--- config.mk ---
export PLATFORM = sky130hd
export DESIGN_NAME = mem_port_arbiter_flat
export DESIGN_NICKNAME = d
export VERILOG_FILES = /design/src/rtl/mem_port_arbiter_if.sv /design/src/rtl/mem_port_arbiter.sv /design/src/flat_wrapper.sv
export SDC_FILE = /design/constraint.sdc
export NUM_CORES = 1
export LEC_CHECK = 0
export ABC_AREA = 1
export CAP_MARGIN = 20
export CORE_MARGIN = 4
export CORE_UTILIZATION = 24
export CTS_BUF_LIST = sky130_fd_sc_hd__clkbuf_4 sky130_fd_sc_hd__clkbuf_8 sky130_fd_sc_hd__clkbuf_16
export CTS_CLUSTER_DIAMETER = 200
export DETAILED_ROUTE_END_ITERATION = 10
export GPL_TIMING_DRIVEN = 0
export SETUP_SLACK_MARGIN = 0.1
export SLEW_MARGIN = 30
export SYNTH_ARGS = -nofsm -noshare
export SYNTH_HDL_FRONTEND = slang
export SYNTH_SLANG_ARGS = --single-unit
--- constraint.sdc ---
create_clock -name clk_i -period 1.68 [get_ports clk_i]
set_input_delay 0.168 -clock clk_i [delete_from_list [all_inputs] [get_ports clk_i]]
set_output_delay 0.168 -clock clk_i [all_outputs]
set_load 0.02 [all_outputs]
--- src/rtl/mem_port_arbiter_if.sv ---
// Bundle of the fetch, load/store and memory-side signals of the unified memory port.
// The arbiter takes the slave view. The environment (requesters plus memory) takes the master view.
interface mem_port_arbiter_if #(
    parameter int ADDR_W = 32,
    parameter int DATA_W = 32
);
    logic                  if_req_i;
    logic [ADDR_W-1:0]     if_addr_i;
    logic                  if_gnt_o;
    logic                  if_rvalid_o;
    logic [DATA_W-1:0]     if_rdata_o;

    logic                  d_req_i;
    logic                  d_we_i;
    logic [DATA_W/8-1:0]   d_be_i;
    logic [ADDR_W-1:0]     d_addr_i;
    logic [DATA_W-1:0]     d_wdata_i;
    logic                  d_gnt_o;
    logic                  d_rvalid_o;
    logic [DATA_W-1:0]     d_rdata_o;

    logic                  mem_req_o;
    logic                  mem_we_o;
    logic [DATA_W/8-1:0]   mem_be_o;
    logic [ADDR_W-1:0]     mem_addr_o;
    logic [DATA_W-1:0]     mem_wdata_o;
    logic                  mem_gnt_i;
    logic                  mem_rvalid_i;
    logic [DATA_W-1:0]     mem_rdata_i;

    logic                  busy_o;
    logic                  err_o;

    modport slave (
        input  if_req_i, if_addr_i,
        output if_gnt_o, if_rvalid_o, if_rdata_o,
        input  d_req_i, d_we_i, d_be_i, d_addr_i, d_wdata_i,
        output d_gnt_o, d_rvalid_o, d_rdata_o,
        output mem_req_o, mem_we_o, mem_be_o, mem_addr_o, mem_wdata_o,
        input  mem_gnt_i, mem_rvalid_i, mem_rdata_i,
        output busy_o, err_o
    );

    modport master (
        output if_req_i, if_addr_i,
        input  if_gnt_o, if_rvalid_o, if_rdata_o,
        output d_req_i, d_we_i, d_be_i, d_addr_i, d_wdata_i,
        input  d_gnt_o, d_rvalid_o, d_rdata_o,
        input  mem_req_o, mem_we_o, mem_be_o, mem_addr_o, mem_wdata_o,
        output mem_gnt_i, mem_rvalid_i, mem_rdata_i,
        input  busy_o, err_o
    );
endinterface

--- src/rtl/mem_port_arbiter.sv ---
// Round-robin arbiter that shares one memory port between instruction fetch and load/store.
// It allows one outstanding transaction and routes each response back to the owning requester.
module mem_port_arbiter #(
    parameter int ADDR_W = 32,
    parameter int DATA_W = 32
) (
    input  logic              clk_i,
    input  logic              rst_ni,
    mem_port_arbiter_if.slave bus
);
    localparam int BE_W = DATA_W / 8;

    typedef enum logic [1:0] {IDLE, REQ, WAIT} state_t;
    typedef enum logic {FETCH, DATA} side_t;

    state_t            state;
    state_t            state_next;
    side_t             owner;
    side_t             last_owner;
    side_t             winner;
    logic              win_valid;
    logic              arb_en;
    logic              launch;
    logic              grant;
    logic              resp;
    logic              bad_rvalid;
    logic              err;

    logic              mem_req;
    logic              mem_we;
    logic [BE_W-1:0]   mem_be;
    logic [ADDR_W-1:0] mem_addr;
    logic [DATA_W-1:0] mem_wdata;

    // On a tie, the side that did not win last time takes the port.
    always_comb begin
        win_valid = bus.if_req_i | bus.d_req_i;
        winner    = FETCH;
        if (bus.d_req_i && (!bus.if_req_i || last_owner == FETCH))
            winner = DATA;
    end

    always_comb begin
        state_next = state;
        arb_en     = 1'b0;
        case (state)
            IDLE: begin
                arb_en = 1'b1;
                if (win_valid)
                    state_next = REQ;
            end
            REQ: begin
                if (bus.mem_gnt_i)
                    state_next = WAIT;
            end
            WAIT: begin
                if (bus.mem_rvalid_i) begin
                    arb_en     = 1'b1;
                    state_next = win_valid ? REQ : IDLE;
                end
            end
            default: state_next = IDLE;
        endcase
    end

    assign launch     = arb_en & win_valid;
    assign grant      = (state == REQ) & bus.mem_gnt_i;
    assign resp       = (state == WAIT) & bus.mem_rvalid_i;
    assign bad_rvalid = bus.mem_rvalid_i & (state != WAIT);

    always_ff @(posedge clk_i or negedge rst_ni) begin
        if (!rst_ni) begin
            state      <= IDLE;
            owner      <= FETCH;
            last_owner <= DATA;
            err        <= 1'b0;
            mem_req    <= 1'b0;
            mem_we     <= 1'b0;
            mem_be     <= '0;
            mem_addr   <= '0;
            mem_wdata  <= '0;
        end else begin
            state   <= state_next;
            mem_req <= (state_next == REQ);
            if (bad_rvalid)
                err <= 1'b1;
            // Attributes are latched only at arbitration, so they hold steady throughout REQ.
            if (launch) begin
                owner      <= winner;
                last_owner <= winner;
                if (winner == DATA) begin
                    mem_we    <= bus.d_we_i;
                    mem_be    <= bus.d_be_i;
                    mem_addr  <= bus.d_addr_i;
                    mem_wdata <= bus.d_wdata_i;
                end else begin
                    mem_we    <= 1'b0;
                    mem_be    <= '1;
                    mem_addr  <= bus.if_addr_i;
                    mem_wdata <= '0;
                end
            end
        end
    end

    assign bus.if_gnt_o    = grant & (owner == FETCH);
    assign bus.d_gnt_o     = grant & (owner == DATA);
    assign bus.if_rvalid_o = resp & (owner == FETCH);
    assign bus.d_rvalid_o  = resp & (owner == DATA);
    assign bus.if_rdata_o  = bus.mem_rdata_i;
    assign bus.d_rdata_o   = bus.mem_rdata_i;

    assign bus.mem_req_o   = mem_req;
    assign bus.mem_we_o    = mem_we;
    assign bus.mem_be_o    = mem_be;
    assign bus.mem_addr_o  = mem_addr;
    assign bus.mem_wdata_o = mem_wdata;
    assign bus.busy_o      = (state != IDLE);
    assign bus.err_o       = err;
endmodule

--- src/flat_wrapper.sv ---
// flat-port wrapper written by rule: the top's interface ports become plain ports
module mem_port_arbiter_flat 
#(
    parameter int ADDR_W = 32,
    parameter int DATA_W = 32
)
  (clk_i, rst_ni, bus_if_req_i, bus_if_addr_i, bus_if_gnt_o, bus_if_rvalid_o, bus_if_rdata_o, bus_d_req_i, bus_d_we_i, bus_d_be_i, bus_d_addr_i, bus_d_wdata_i, bus_d_gnt_o, bus_d_rvalid_o, bus_d_rdata_o, bus_mem_req_o, bus_mem_we_o, bus_mem_be_o, bus_mem_addr_o, bus_mem_wdata_o, bus_mem_gnt_i, bus_mem_rvalid_i, bus_mem_rdata_i, bus_busy_o, bus_err_o);
  mem_port_arbiter_if #(.ADDR_W(ADDR_W), .DATA_W(DATA_W)) bus_i ();
  input  logic clk_i;
  input  logic rst_ni;
  input wire logic [$bits(bus_i.if_req_i)-1:0] bus_if_req_i;
  input wire logic [$bits(bus_i.if_addr_i)-1:0] bus_if_addr_i;
  output wire logic [$bits(bus_i.if_gnt_o)-1:0] bus_if_gnt_o;
  output wire logic [$bits(bus_i.if_rvalid_o)-1:0] bus_if_rvalid_o;
  output wire logic [$bits(bus_i.if_rdata_o)-1:0] bus_if_rdata_o;
  input wire logic [$bits(bus_i.d_req_i)-1:0] bus_d_req_i;
  input wire logic [$bits(bus_i.d_we_i)-1:0] bus_d_we_i;
  input wire logic [$bits(bus_i.d_be_i)-1:0] bus_d_be_i;
  input wire logic [$bits(bus_i.d_addr_i)-1:0] bus_d_addr_i;
  input wire logic [$bits(bus_i.d_wdata_i)-1:0] bus_d_wdata_i;
  output wire logic [$bits(bus_i.d_gnt_o)-1:0] bus_d_gnt_o;
  output wire logic [$bits(bus_i.d_rvalid_o)-1:0] bus_d_rvalid_o;
  output wire logic [$bits(bus_i.d_rdata_o)-1:0] bus_d_rdata_o;
  output wire logic [$bits(bus_i.mem_req_o)-1:0] bus_mem_req_o;
  output wire logic [$bits(bus_i.mem_we_o)-1:0] bus_mem_we_o;
  output wire logic [$bits(bus_i.mem_be_o)-1:0] bus_mem_be_o;
  output wire logic [$bits(bus_i.mem_addr_o)-1:0] bus_mem_addr_o;
  output wire logic [$bits(bus_i.mem_wdata_o)-1:0] bus_mem_wdata_o;
  input wire logic [$bits(bus_i.mem_gnt_i)-1:0] bus_mem_gnt_i;
  input wire logic [$bits(bus_i.mem_rvalid_i)-1:0] bus_mem_rvalid_i;
  input wire logic [$bits(bus_i.mem_rdata_i)-1:0] bus_mem_rdata_i;
  output wire logic [$bits(bus_i.busy_o)-1:0] bus_busy_o;
  output wire logic [$bits(bus_i.err_o)-1:0] bus_err_o;
  assign bus_i.if_req_i = bus_if_req_i;
  assign bus_i.if_addr_i = bus_if_addr_i;
  assign bus_if_gnt_o = bus_i.if_gnt_o;
  assign bus_if_rvalid_o = bus_i.if_rvalid_o;
  assign bus_if_rdata_o = bus_i.if_rdata_o;
  assign bus_i.d_req_i = bus_d_req_i;
  assign bus_i.d_we_i = bus_d_we_i;
  assign bus_i.d_be_i = bus_d_be_i;
  assign bus_i.d_addr_i = bus_d_addr_i;
  assign bus_i.d_wdata_i = bus_d_wdata_i;
  assign bus_d_gnt_o = bus_i.d_gnt_o;
  assign bus_d_rvalid_o = bus_i.d_rvalid_o;
  assign bus_d_rdata_o = bus_i.d_rdata_o;
  assign bus_mem_req_o = bus_i.mem_req_o;
  assign bus_mem_we_o = bus_i.mem_we_o;
  assign bus_mem_be_o = bus_i.mem_be_o;
  assign bus_mem_addr_o = bus_i.mem_addr_o;
  assign bus_mem_wdata_o = bus_i.mem_wdata_o;
  assign bus_i.mem_gnt_i = bus_mem_gnt_i;
  assign bus_i.mem_rvalid_i = bus_mem_rvalid_i;
  assign bus_i.mem_rdata_i = bus_mem_rdata_i;
  assign bus_busy_o = bus_i.busy_o;
  assign bus_err_o = bus_i.err_o;
  mem_port_arbiter #(.ADDR_W(ADDR_W), .DATA_W(DATA_W)) u_core (.clk_i(clk_i), .rst_ni(rst_ni), .bus(bus_i));
endmodule
# After elaboration in Yosys (flattened, before gate mapping)
# Index checks and enable logic that the tools add are counted.
# word_totals
register_bits	75
in_bits	139
output_inout_bits	140
elab_cells	41
# classes
n_eq_ne	4
n_mux	12
bitwise	11
reduce_logical	5
# op_table
operator	n
2-to-1 mux 32 bit	2
AND 1 bit	8
2-to-1 mux 2 bit	3
one-hot mux 2 bit (3 select lines)	1
== test 2 x 1 -> 1 bit, second input constant	2
2-to-1 mux 1 bit	4
2-to-1 mux 4 bit	1
== test 2 bit, second input constant	1
logical NOT 2 bit	1
!= test 2 bit, second input constant	1
inverter 1 bit	2
one-hot mux 1 bit (2 select lines)	1
nonzero test 2 bit	1
logical AND 1 bit	1
logical NOT 1 bit	1
logical OR 1 bit	1
OR 1 bit	1

# Logic depth before layout (Yosys ltp)
# Gate-level depths: netlist of the first run.
# logic_depth
ltp_word	5
depth_mapped	8
depth_no_buf	6

# Worst setup path after synthesis of the first run
# Ideal clock, no wire load.
# synth_path
kind	flip-flop to flip-flop
from	register u_core.last_owner
to	register u_core.owner
setup_time_ns	0.118
arrival_ns	1.192
required_time_ns	1.562
path_slack_ns	0.370
stages_incl_launch_ff	7
path_buffers	2
synth_period_minus_slack_ns	1.310
cell_sequence	dfstp_2 -> nand2_2 -> nand2_2 -> buf_4 -> buf_2 -> nand3b_1 -> nand2_1
# synth_via
elab_chain_cells	4
# synth_lines
element	line	text
start, declared	mem_port_arbiter.sv:19	side_t last_owner;
start signal, assigned	mem_port_arbiter.sv:90	last_owner <= winner;
inverter 1 bit	mem_port_arbiter.sv:39	if (bus.d_req_i && (!bus.if_req_i || last_owner == FETCH))
logical OR 1 bit	mem_port_arbiter.sv:39	
logical AND 1 bit	mem_port_arbiter.sv:39	
2-to-1 mux 1 bit	mem_port_arbiter.sv:39	
end signal, assigned	mem_port_arbiter.sv:89	owner <= winner;
end, declared	mem_port_arbiter.sv:18	side_t owner;
# No other way between the ends.
# A chain may end at the register's enable or synchronous reset.

# Worst setup path after layout of the first run
# layout_path
from	register u_core.state[0]
to	output port bus_d_rvalid_o
# layout_via
elab_chain_cells	3
# layout_lines
element	line	text
start, declared	mem_port_arbiter.sv:16	state_t state;
start signal, assigned	mem_port_arbiter.sv:83	state <= state_next;
== test 2 bit	mem_port_arbiter.sv:68	assign resp = (state == WAIT) & bus.mem_rvalid_i;
AND 1 bit	mem_port_arbiter.sv:68	
AND 1 bit	mem_port_arbiter.sv:109	assign bus.d_rvalid_o = resp & (owner == DATA);
end, declared	flat_wrapper.sv:22	output wire logic [$bits(bus_i.d_rvalid_o)-1:0] bus_d_rvalid_o;
# No other way between the ends.

==> results of run 1 <==
==> registers in the layout, indices dropped and copies added (netlist names) <==
register                cells
u_core.bus.mem_we_o         1
u_core.bus.mem_wdata_o     32
u_core.bus.mem_addr_o      32
u_core.bus.mem_be_o         4
u_core.owner                1
u_core.bus.err_o            1
u_core.bus.mem_req_o        1
u_core.last_owner           1
u_core.state                2
==> placed cells by master (no fill, tap or decap), types with 2 or more instances in the layout <==
cell	n
sky130_fd_sc_hd__nand2_1	273
sky130_fd_sc_hd__nand3b_1	6
sky130_fd_sc_hd__nor2_1	39
sky130_fd_sc_hd__dfrtp_2	2
sky130_fd_sc_hd__nand3_1	41
sky130_fd_sc_hd__inv_2	4
sky130_fd_sc_hd__clkbuf_16	9
sky130_fd_sc_hd__buf_2	11
sky130_fd_sc_hd__clkbuf_8	2
sky130_fd_sc_hd__buf_6	9
sky130_fd_sc_hd__clkbuf_2	2
sky130_fd_sc_hd__dfrtp_1	72
sky130_fd_sc_hd__inv_1	34
sky130_fd_sc_hd__buf_4	68
sky130_fd_sc_hd__clkbuf_1	6
sky130_fd_sc_hd__nand2_2	2
sky130_fd_sc_hd__clkdlybuf4s50_1	240
==> power breakdown <==
part           internal (uW)  total, uW  switching, uW
clock network           1080       1810            730
registers               2670       3160            490
logic                   2560       5650           3090
total                   6300      10600           4320
==> metrics by stage <==
stage / setup TNS, ps / total power, uW / util, %
detailed placement: -9020 / 8930 / 41.3
finish: 0 / 10600 / 43.0
floorplan: 0 / 6090 / -
CTS: 0 / 10800 / 43.0
global route: 0 / 11400 / 43.0
global placement: -195150 / 8900 / 41.1
==> cell families (layout without fill, tap and decap cells) <==
logic type,count (synthesis),after routing,share of synthesized area (%)
AND/OR/NAND/NOR,363,363,34.8
buffers and inverters,130,392,19.1
flip-flops,75,75,45.2
AO/OA/AOI/OAI,4,4,0.873
==> worst register-to-register path, cell delays in order, from the launching register on <==
cell,delay [ps]
sky130_fd_sc_hd__dfstp_2,550
sky130_fd_sc_hd__nand2_4,130
sky130_fd_sc_hd__nand2_2,130
sky130_fd_sc_hd__buf_6,160
sky130_fd_sc_hd__buf_4,200
sky130_fd_sc_hd__nor2_1,60
sky130_fd_sc_hd__nand2_1,70
sky130_fd_sc_hd__nand2_1,40
==> final timing paths <==
path,startpoint,end,slack (ps)
worst max-delay path,u_core.state[0],bus_d_rvalid_o,120
worst max register to register,u_core.last_owner,u_core.bus.mem_wdata_o[28],240
worst min-delay path,rst_ni,u_core.bus.mem_wdata_o[18],300
min in group clk_i,bus_d_wdata_i[3],u_core.bus.mem_wdata_o[3],430
worst min register to register,u_core.bus.err_o,u_core.bus.err_o,450
max in group asynchronous,rst_ni,u_core.last_owner,790
==> metal layers <==
| metal | up-vias | wire length [um] | global-route usage [%] |
|---|---|---|---|
| met5 | - | 0 | 0 |
| met4 | 0 | 223 | 4.90 |
| met3 | 16 | 1300 | 5.04 |
| met2 | 174 | 6860 | 24.3 |
| met1 | 1891 | 6030 | 18.2 |
| li1 | 2173 | - | - |
==> area by class of cell <==
cell class	instances	area [sq um]	area share, %
buffer	92	673	9.34
clock buffer	12	260	3.61
clock inverter	2	12.5	0.174
inverter	38	143	1.98
multi-input combinational	367	1490	20.6
sequential	75	1880	26.1
tap	220	275	3.82
timing repair buffer	248	2480	34.4
==> repair_timing <==
item | CTS | global route
endpoints found under the hold margin | 37 | 0
gates resized for setup | 18 | 12
pin swaps | 0 | 0
hold buffers | 1 | 0
gates cloned | 0 | 0
setup endpoints to repair | 66 | 42
==> tab_implementation.tex, run 1 <==
\begin{tabular}{lr}
\hline
Metric & Value \\
\hline
\multicolumn{2}{l}{\textbf{Finish}} \\
Fraction of layout cells with a size suffix above 1 & 13.9\% \\
Finished Cell Area & 7210 sq um \\
Nets & 970 \\
Area delta synth->final & 73.4\% \\
Fillers & 1751 \\
Diode insertion count for antenna repair & 0 \\
Non-filler cells, final & 1054 \\
\multicolumn{2}{l}{\textbf{Timing}} \\
Final-report hold violation count & 0 \\
Least-Margin Pin Slew & 462 ps \\
\# setup viols final & 0 \\
Setup repair after global routing missed its margin & yes \\
Top achievable clock speed & 643 MHz \\
Minimum setup slack in the final design & 125 ps \\
Count of final max-slew check failures & 0 \\
Worst clock skew & 6.44 ps \\
Part of the cycle the worst path needs & 92.6\% \\
Relative slew slack & 69.2\% \\
Fin crit period & 1560 ps \\
Post-route worst hold slack & 303 ps \\
\multicolumn{2}{l}{\textbf{Power}} \\
Peak ir drop on the vdd network & 0.550 mV \\
Total power density per cell area & 1470 nW/um\^{}2 \\
Lkg Pwr & 0.00367 uW \\
\multicolumn{2}{l}{\textbf{Die}} \\
Overall die width & 140 um \\
Floorplan die height & 140 um \\
Area of the die & 19500 sq um \\
Area of the core & 16800 sq um \\
Rows & 47 \\
\# IOs & 279 \\
Initial cell density of the core & 24.8\% \\
\multicolumn{2}{l}{\textbf{Clock tree}} \\
Root Driver & sky130\_fd\_sc\_hd\_\_clkbuf\_16 \\
Insertion delay of the later-clocked pin in the worst-skew pair & 330 ps \\
Number of sinks driven by the clock tree & 75 \\
Total clock buffers created by CTS & 9 \\
TritonCTS clock tree & built \\
Clock edge transition at the registers on the reported setup and hold paths & 60 ps \\
Count of buffers added by post-CTS timing repair for setup & 0 \\
Maximum buffer depth of the clock tree & 2 \\
Number of levels in the clock H-tree & 3 \\
\multicolumn{2}{l}{\textbf{Setup path}} \\
Max stage delay on crit path & 450 ps \\
Arrival time of data at the critical path endpoint & 1390 ps \\
Levels on crit path & 4 \\
Crit-path cells & inv\_2 > nand3\_1 > nor2\_1 > clkdlybuf4s15\_1 \\
Critical path endpoint category & output pin \\
Crit path max-delay cell type & sky130\_fd\_sc\_hd\_\_dfrtp\_2 \\
R2r worst-path depth & 7 \\
Count of buffering cells on the critical path with inverters included & 2 \\
Largest driver fanout on the critical path & 5 \\
Startpoint type of the worst setup path & register \\
Required time worst endpoint & 1510 ps \\
Family with the most delay on the worst path & flip-flops \\
Crit Path Class & register to output pin \\
\multicolumn{2}{l}{\textbf{Outcome}} \\
Run status & complete, no violations \\
\multicolumn{2}{l}{\textbf{Detailed routing}} \\
Residual antenna-violating net count after detailed routing & 0 \\
Avg WL per Cell & 13.7 um \\
Vias/cell & 4.04 \\
Via count & 4254 \\
First-pass detailed-route iteration total & 4 \\
Aggregate routed wire length & 14.4 mm \\
DRC marker count from the first detailed-route iteration & 102 \\
DRC violations left & 0 \\
\multicolumn{2}{l}{\textbf{Synth}} \\
Post-synthesis net count & 711 \\
Area of the mapped netlist & 4160 sq um \\
Number of instances in the synthesized netlist & 572 \\
Synth unique cells & 18 \\
Cell taking the most area after synthesis & sky130\_fd\_sc\_hd\_\_dfrtp\_1 \\
Number of flops mapped to enable cells by yosys & 0 \\
Register bit count reported by yosys & 75 \\
Register area share after synthesis & 45.2\% \\
Synth top cells by count & sky130\_fd\_sc\_hd\_\_nand2\_1, sky130\_fd\_sc\_hd\_\_dfrtp\_1, sky130\_fd\_sc\_hd\_\_buf\_4, sky130\_fd\_sc\_hd\_\_nand3\_1, sky130\_fd\_sc\_hd\_\_nor2\_1 \\
Synth area leaders & sky130\_fd\_sc\_hd\_\_dfrtp\_1, sky130\_fd\_sc\_hd\_\_nand2\_1, sky130\_fd\_sc\_hd\_\_buf\_4 \\
Yosys warns & 0 \\
Portion of synthesized cell area occupied by the leading cell type & 44.6\% \\
Most frequently used cell type in the post-synthesis netlist & sky130\_fd\_sc\_hd\_\_nand2\_1 \\
Syn Area/Cell & 7.27 sq um \\
Top FF cell, synth & sky130\_fd\_sc\_hd\_\_dfrtp\_1 \\
Share of synthesized flip-flops with an asynchronous set or reset & 100\% \\
\multicolumn{2}{l}{\textbf{Global route}} \\
Global-route wire length before repair & 23.0 mm \\
Antenna violations before repair & 0 \\
Total Routing Usage GR & 14.7\% \\
Number of global-route vias before repair & 4382 \\
Pin count of the biggest net entering global routing & 39 \\
Global route total overflow & 0 \\
\multicolumn{2}{l}{\textbf{Placement}} \\
Placed Cells incl. Taps & 1039 \\
Worst Setup Slack post-DPL & -189 ps \\
Port-buffer cells & 246 \\
Routability congestion estimate & 0.753 \\
Placed standard-cell area & 6920 sq um \\
HPWL Detailed & 11.1 mm \\
\multicolumn{2}{l}{\textbf{Hold path}} \\
Tightest Hold Check Type & primary input to asynchronous set/reset pin \\
\multicolumn{2}{l}{\textbf{Job}} \\
Max-cap violations & 0 \\
\hline
\end{tabular}
(Power assumes the default switching activity.)
==> run 2: changes to the inputs <==
--- a/config.mk
+++ b/config.mk
@@ -6,7 +6,7 @@
 export NUM_CORES = 1
 export LEC_CHECK = 0
 export ABC_AREA = 1
-export CAP_MARGIN = 20
+export CAP_MARGIN = 25
 export CORE_MARGIN = 4
 export CORE_UTILIZATION = 24
 export CTS_BUF_LIST = sky130_fd_sc_hd__clkbuf_4 sky130_fd_sc_hd__clkbuf_8 sky130_fd_sc_hd__clkbuf_16
==> results of run 2 <==
No change in the layout: final DEF, timing and power equal those of run 1.
==> run 3: changes to the inputs <==
--- a/config.mk
+++ b/config.mk
@@ -8,11 +8,11 @@
 export ABC_AREA = 1
 export CAP_MARGIN = 25
 export CORE_MARGIN = 4
-export CORE_UTILIZATION = 24
+export CORE_UTILIZATION = 36
 export CTS_BUF_LIST = sky130_fd_sc_hd__clkbuf_4 sky130_fd_sc_hd__clkbuf_8 sky130_fd_sc_hd__clkbuf_16
-export CTS_CLUSTER_DIAMETER = 200
+export CTS_CLUSTER_DIAMETER = 50
 export DETAILED_ROUTE_END_ITERATION = 10
-export GPL_TIMING_DRIVEN = 0
+export PLACE_DENSITY = 0.81
 export SETUP_SLACK_MARGIN = 0.1
 export SLEW_MARGIN = 30
 export SYNTH_ARGS = -nofsm -noshare
==> run 3 against run 2 <==
Net effect:
- global-route usage grew 2.3 points
- first-iteration DRC count grew 120%
- worst hold slack lost 19 ps
- cell count shrank 21%
- design area shrank 17%
- die area shrank 32%
- sequential power is essentially flat
==> tab_implementation.tex, run 3 (synthesis results as in run 1) <==
\begin{tabular}{lr}
\hline
Metric & Value \\
\hline
\multicolumn{2}{l}{\textbf{Outcome}} \\
Run status & complete, no violations \\
\multicolumn{2}{l}{\textbf{Placement}} \\
Routability congestion estimate & 0.806 (+7.1\%) \\
Worst Setup Slack post-DPL & 13.0 ps (+202 ps) \\
Placed Cells incl. Taps & 815 (-22\%) \\
HPWL Detailed & 8.13 mm (-27\%) \\
Port-buffer cells & 182 (-26\%) \\
\multicolumn{2}{l}{\textbf{Detailed routing}} \\
DRC marker count from the first detailed-route iteration & 220 (+120\%) \\
First-pass detailed-route iteration total & 6 (+2) \\
Aggregate routed wire length & 11.6 mm (-20\%) \\
Residual antenna-violating net count after detailed routing & 0 (unchanged) \\
Vias/cell & 4.56 (+13\%) \\
Avg WL per Cell & 13.9 um (+1.9\%) \\
Via count & 3789 (-11\%) \\
DRC violations left & 0 (unchanged) \\
\multicolumn{2}{l}{\textbf{Power}} \\
Total power density per cell area & 1720 nW/um\^{}2 (+17\%) \\
Switching fraction of total power & 39.7\% (-0.99 points) \\
Internal power & 6190 uW (-1.8\%) \\
Sequential Power Share & 30.8\% (+1.1 points) \\
Switching power of the nets & 4070 uW (-5.8\%) \\
Clk pwr share & 18.9\% (+1.9 points) \\
Lkg Pwr & 0.00307 uW (-16\%) \\
Peak ir drop on the vdd network & 0.881 mV (+60\%) \\
Combinational power share & 50.3\% (-2.9 points) \\
\multicolumn{2}{l}{\textbf{Timing}} \\
Final total negative setup slack & 0 ps (unchanged) \\
Relative slew slack & 71.5\% (+2.3 points) \\
Fin crit period & 1510 ps (-42.4 ps) \\
Count of final max-slew check failures & 0 (unchanged) \\
\# setup viols final & 0 (unchanged) \\
Top achievable clock speed & 661 MHz (+2.8\%) \\
Part of the cycle the worst path needs & 90.1\% (-2.5 points) \\
Worst clock skew & 10.7 ps (+4.28 ps) \\
Setup repair after global routing missed its margin & no \\
Minimum setup slack in the final design & 167 ps (+42.4 ps) \\
Final-report hold violation count & 0 (unchanged) \\
Least-Margin Pin Slew & 427 ps (-34.8 ps) \\
\multicolumn{2}{l}{\textbf{Setup path}} \\
Count of buffering cells on the critical path with inverters included & 1 (-1) \\
Critical path endpoint category & output pin \\
R2r worst-path depth & 7 (unchanged) \\
Largest driver fanout on the critical path & 2 (-3) \\
RR Endpoint & u\_core.bus.mem\_addr\_o[0] \\
Crit path max-delay cell type & sky130\_fd\_sc\_hd\_\_clkdlybuf4s50\_1 \\
Required time worst endpoint & 1510 ps (about the same) \\
Family with the most delay on the worst path & buffers and inverters \\
Reg-to-reg setup timing slack & 340 ps (+100 ps) \\
Crit-path cells & clkdlybuf4s50\_1 \\
Crit Path Class & register to output pin \\
Arrival time of data at the critical path endpoint & 1350 ps (-40 ps) \\
Startpoint type of the worst setup path & register \\
Max stage delay on crit path & 640 ps (+190 ps) \\
Source of the worst register-to-register timing path & u\_core.last\_owner \\
\multicolumn{2}{l}{\textbf{Clock tree}} \\
Count of buffers added by post-CTS timing repair for setup & 0 (unchanged) \\
Clock edge transition at the registers on the reported setup and hold paths & 60 ps (about the same) \\
Maximum buffer depth of the clock tree & 2 (unchanged) \\
Number of levels in the clock H-tree & 3 (unchanged) \\
Insertion delay of the later-clocked pin in the worst-skew pair & 320 ps (about the same) \\
Total clock buffers created by CTS & 9 (unchanged) \\
Root Driver & sky130\_fd\_sc\_hd\_\_clkbuf\_16 \\
TritonCTS clock tree & built \\
Number of sinks driven by the clock tree & 75 (unchanged) \\
\multicolumn{2}{l}{\textbf{Global route}} \\
Total Routing Usage GR & 17.1\% (+2.3 points) \\
Pin count of the biggest net entering global routing & 72 (+85\%) \\
Global route total overflow & 0 (unchanged) \\
Global-route wire length before repair & 18.0 mm (-22\%) \\
Number of global-route vias before repair & 3581 (-18\%) \\
Antenna violations before repair & 0 (unchanged) \\
\multicolumn{2}{l}{\textbf{Die}} \\
Area of the core & 11100 sq um (-34\%) \\
Overall die width & 115 um (-17\%) \\
Floorplan die height & 115 um (-17\%) \\
Rows & 38 (-19\%) \\
Initial cell density of the core & 37.5\% (+13 points) \\
Area of the die & 13300 sq um (-32\%) \\
\# IOs & 279 (unchanged) \\
\multicolumn{2}{l}{\textbf{Finish}} \\
Final design utilization & 53.8\% (+11 points) \\
Area occupied by multi-input gates & 1490 sq um (+0.17\%) \\
Area delta synth->final & 43.4\% \\
Leading cell types in the layout, fill and taps excluded & sky130\_fd\_sc\_hd\_\_nand2\_1, sky130\_fd\_sc\_hd\_\_clkdlybuf4s50\_1, sky130\_fd\_sc\_hd\_\_dfrtp\_1, sky130\_fd\_sc\_hd\_\_nand3\_1, sky130\_fd\_sc\_hd\_\_nor2\_1 \\
Diode insertion count for antenna repair & 0 (unchanged) \\
Nets & 826 (-15\%) \\
Register cell area after layout & 1880 sq um (unchanged) \\
Fillers & 1053 (-40\%) \\
Most common cell after layout, fill and taps aside & sky130\_fd\_sc\_hd\_\_nand2\_1 \\
Non-filler cells, final & 831 (-21\%) \\
Fraction of layout cells with a size suffix above 1 & 6.51\% (-7.4 points) \\
\multicolumn{2}{l}{\textbf{Job}} \\
Max-cap violations & 0 (unchanged) \\
\multicolumn{2}{l}{\textbf{Hold path}} \\
Tightest Hold Check Type & primary input to asynchronous set/reset pin \\
\hline
\end{tabular}
run 3: changes by cell type in the layout (fill, tap and decap cells not counted), moves of 4 or more:
cell,change
sky130_fd_sc_hd__buf_2,-8
sky130_fd_sc_hd__buf_12,+4
sky130_fd_sc_hd__clkdlybuf4s50_1,-65
sky130_fd_sc_hd__buf_4,-59
sky130_fd_sc_hd__buf_6,-9
sky130_fd_sc_hd__clkbuf_1,-6
run 3: layer usage:
layer / global-route usage, % / share of wire [%]
met1: 21.0 / 42
met5: 0 / 0
met2: 28.6 / 47
met4: 6.03 / 2.5
met3: 4.96 / 8.0
run 3: final cells by class:
cell class | instances | share of cell area [%]
clock buffers | 11 | 4.24
multi-input cells | 367 | 25.0
repair buffers | 196 | 33.0
clock inverters | 4 | 0.840
well taps | 140 | 2.94
inverters | 38 | 2.39
flip-flops and latches | 75 | 31.5
run 3: worst max-delay path by stage:
stage | start | endpoint | slack [ps] | cells after the start
6_report | u_core.bus.mem_addr_o[27] | bus_mem_addr_o[27] | 170 | 1
5_1_grt | u_core.state[0] | bus_if_rvalid_o | 100 | 4
4_1_cts | u_core.state[0] | bus_d_rvalid_o | 120 | 4
3_5_place_dp | bus_mem_rvalid_i | bus_if_rvalid_o | 10 | 4
3_3_place_gp | bus_mem_rvalid_i | bus_if_rvalid_o | 9 | 4
2_1_floorplan | u_core.last_owner | u_core.owner | 370 | 6
run 3: what timing repair did:
item	CTS	global route
hold endpoints to repair	23	0
endpoints found under the setup margin	5	4
gates resized for setup	12	5
gates cloned	0	0
hold buffers	1	0
run 3: per-stage QoR:
step / area [sq um] / power [uW] / hold WS [ps]
floorplan: 4160 / 6090 / -128
CTS: 5980 / 10400 / 286
global placement: 5660 / 8330 / 96.8
finish: 5960 / 10300 / 283
detailed placement: 5660 / 8420 / 93.5
global route: 5960 / 11000 / 318
run 3: power groups by stage:
stage / clock (uW) / sequential, uW / combinational [uW]
CTS: 2000 / 3160 / 5250
finish: 1940 / 3160 / 5160
global placement: 0 / 3140 / 5190
detailed placement: 0 / 3160 / 5260
floorplan: 0 / 4120 / 1970
global route: 2080 / 3270 / 5620
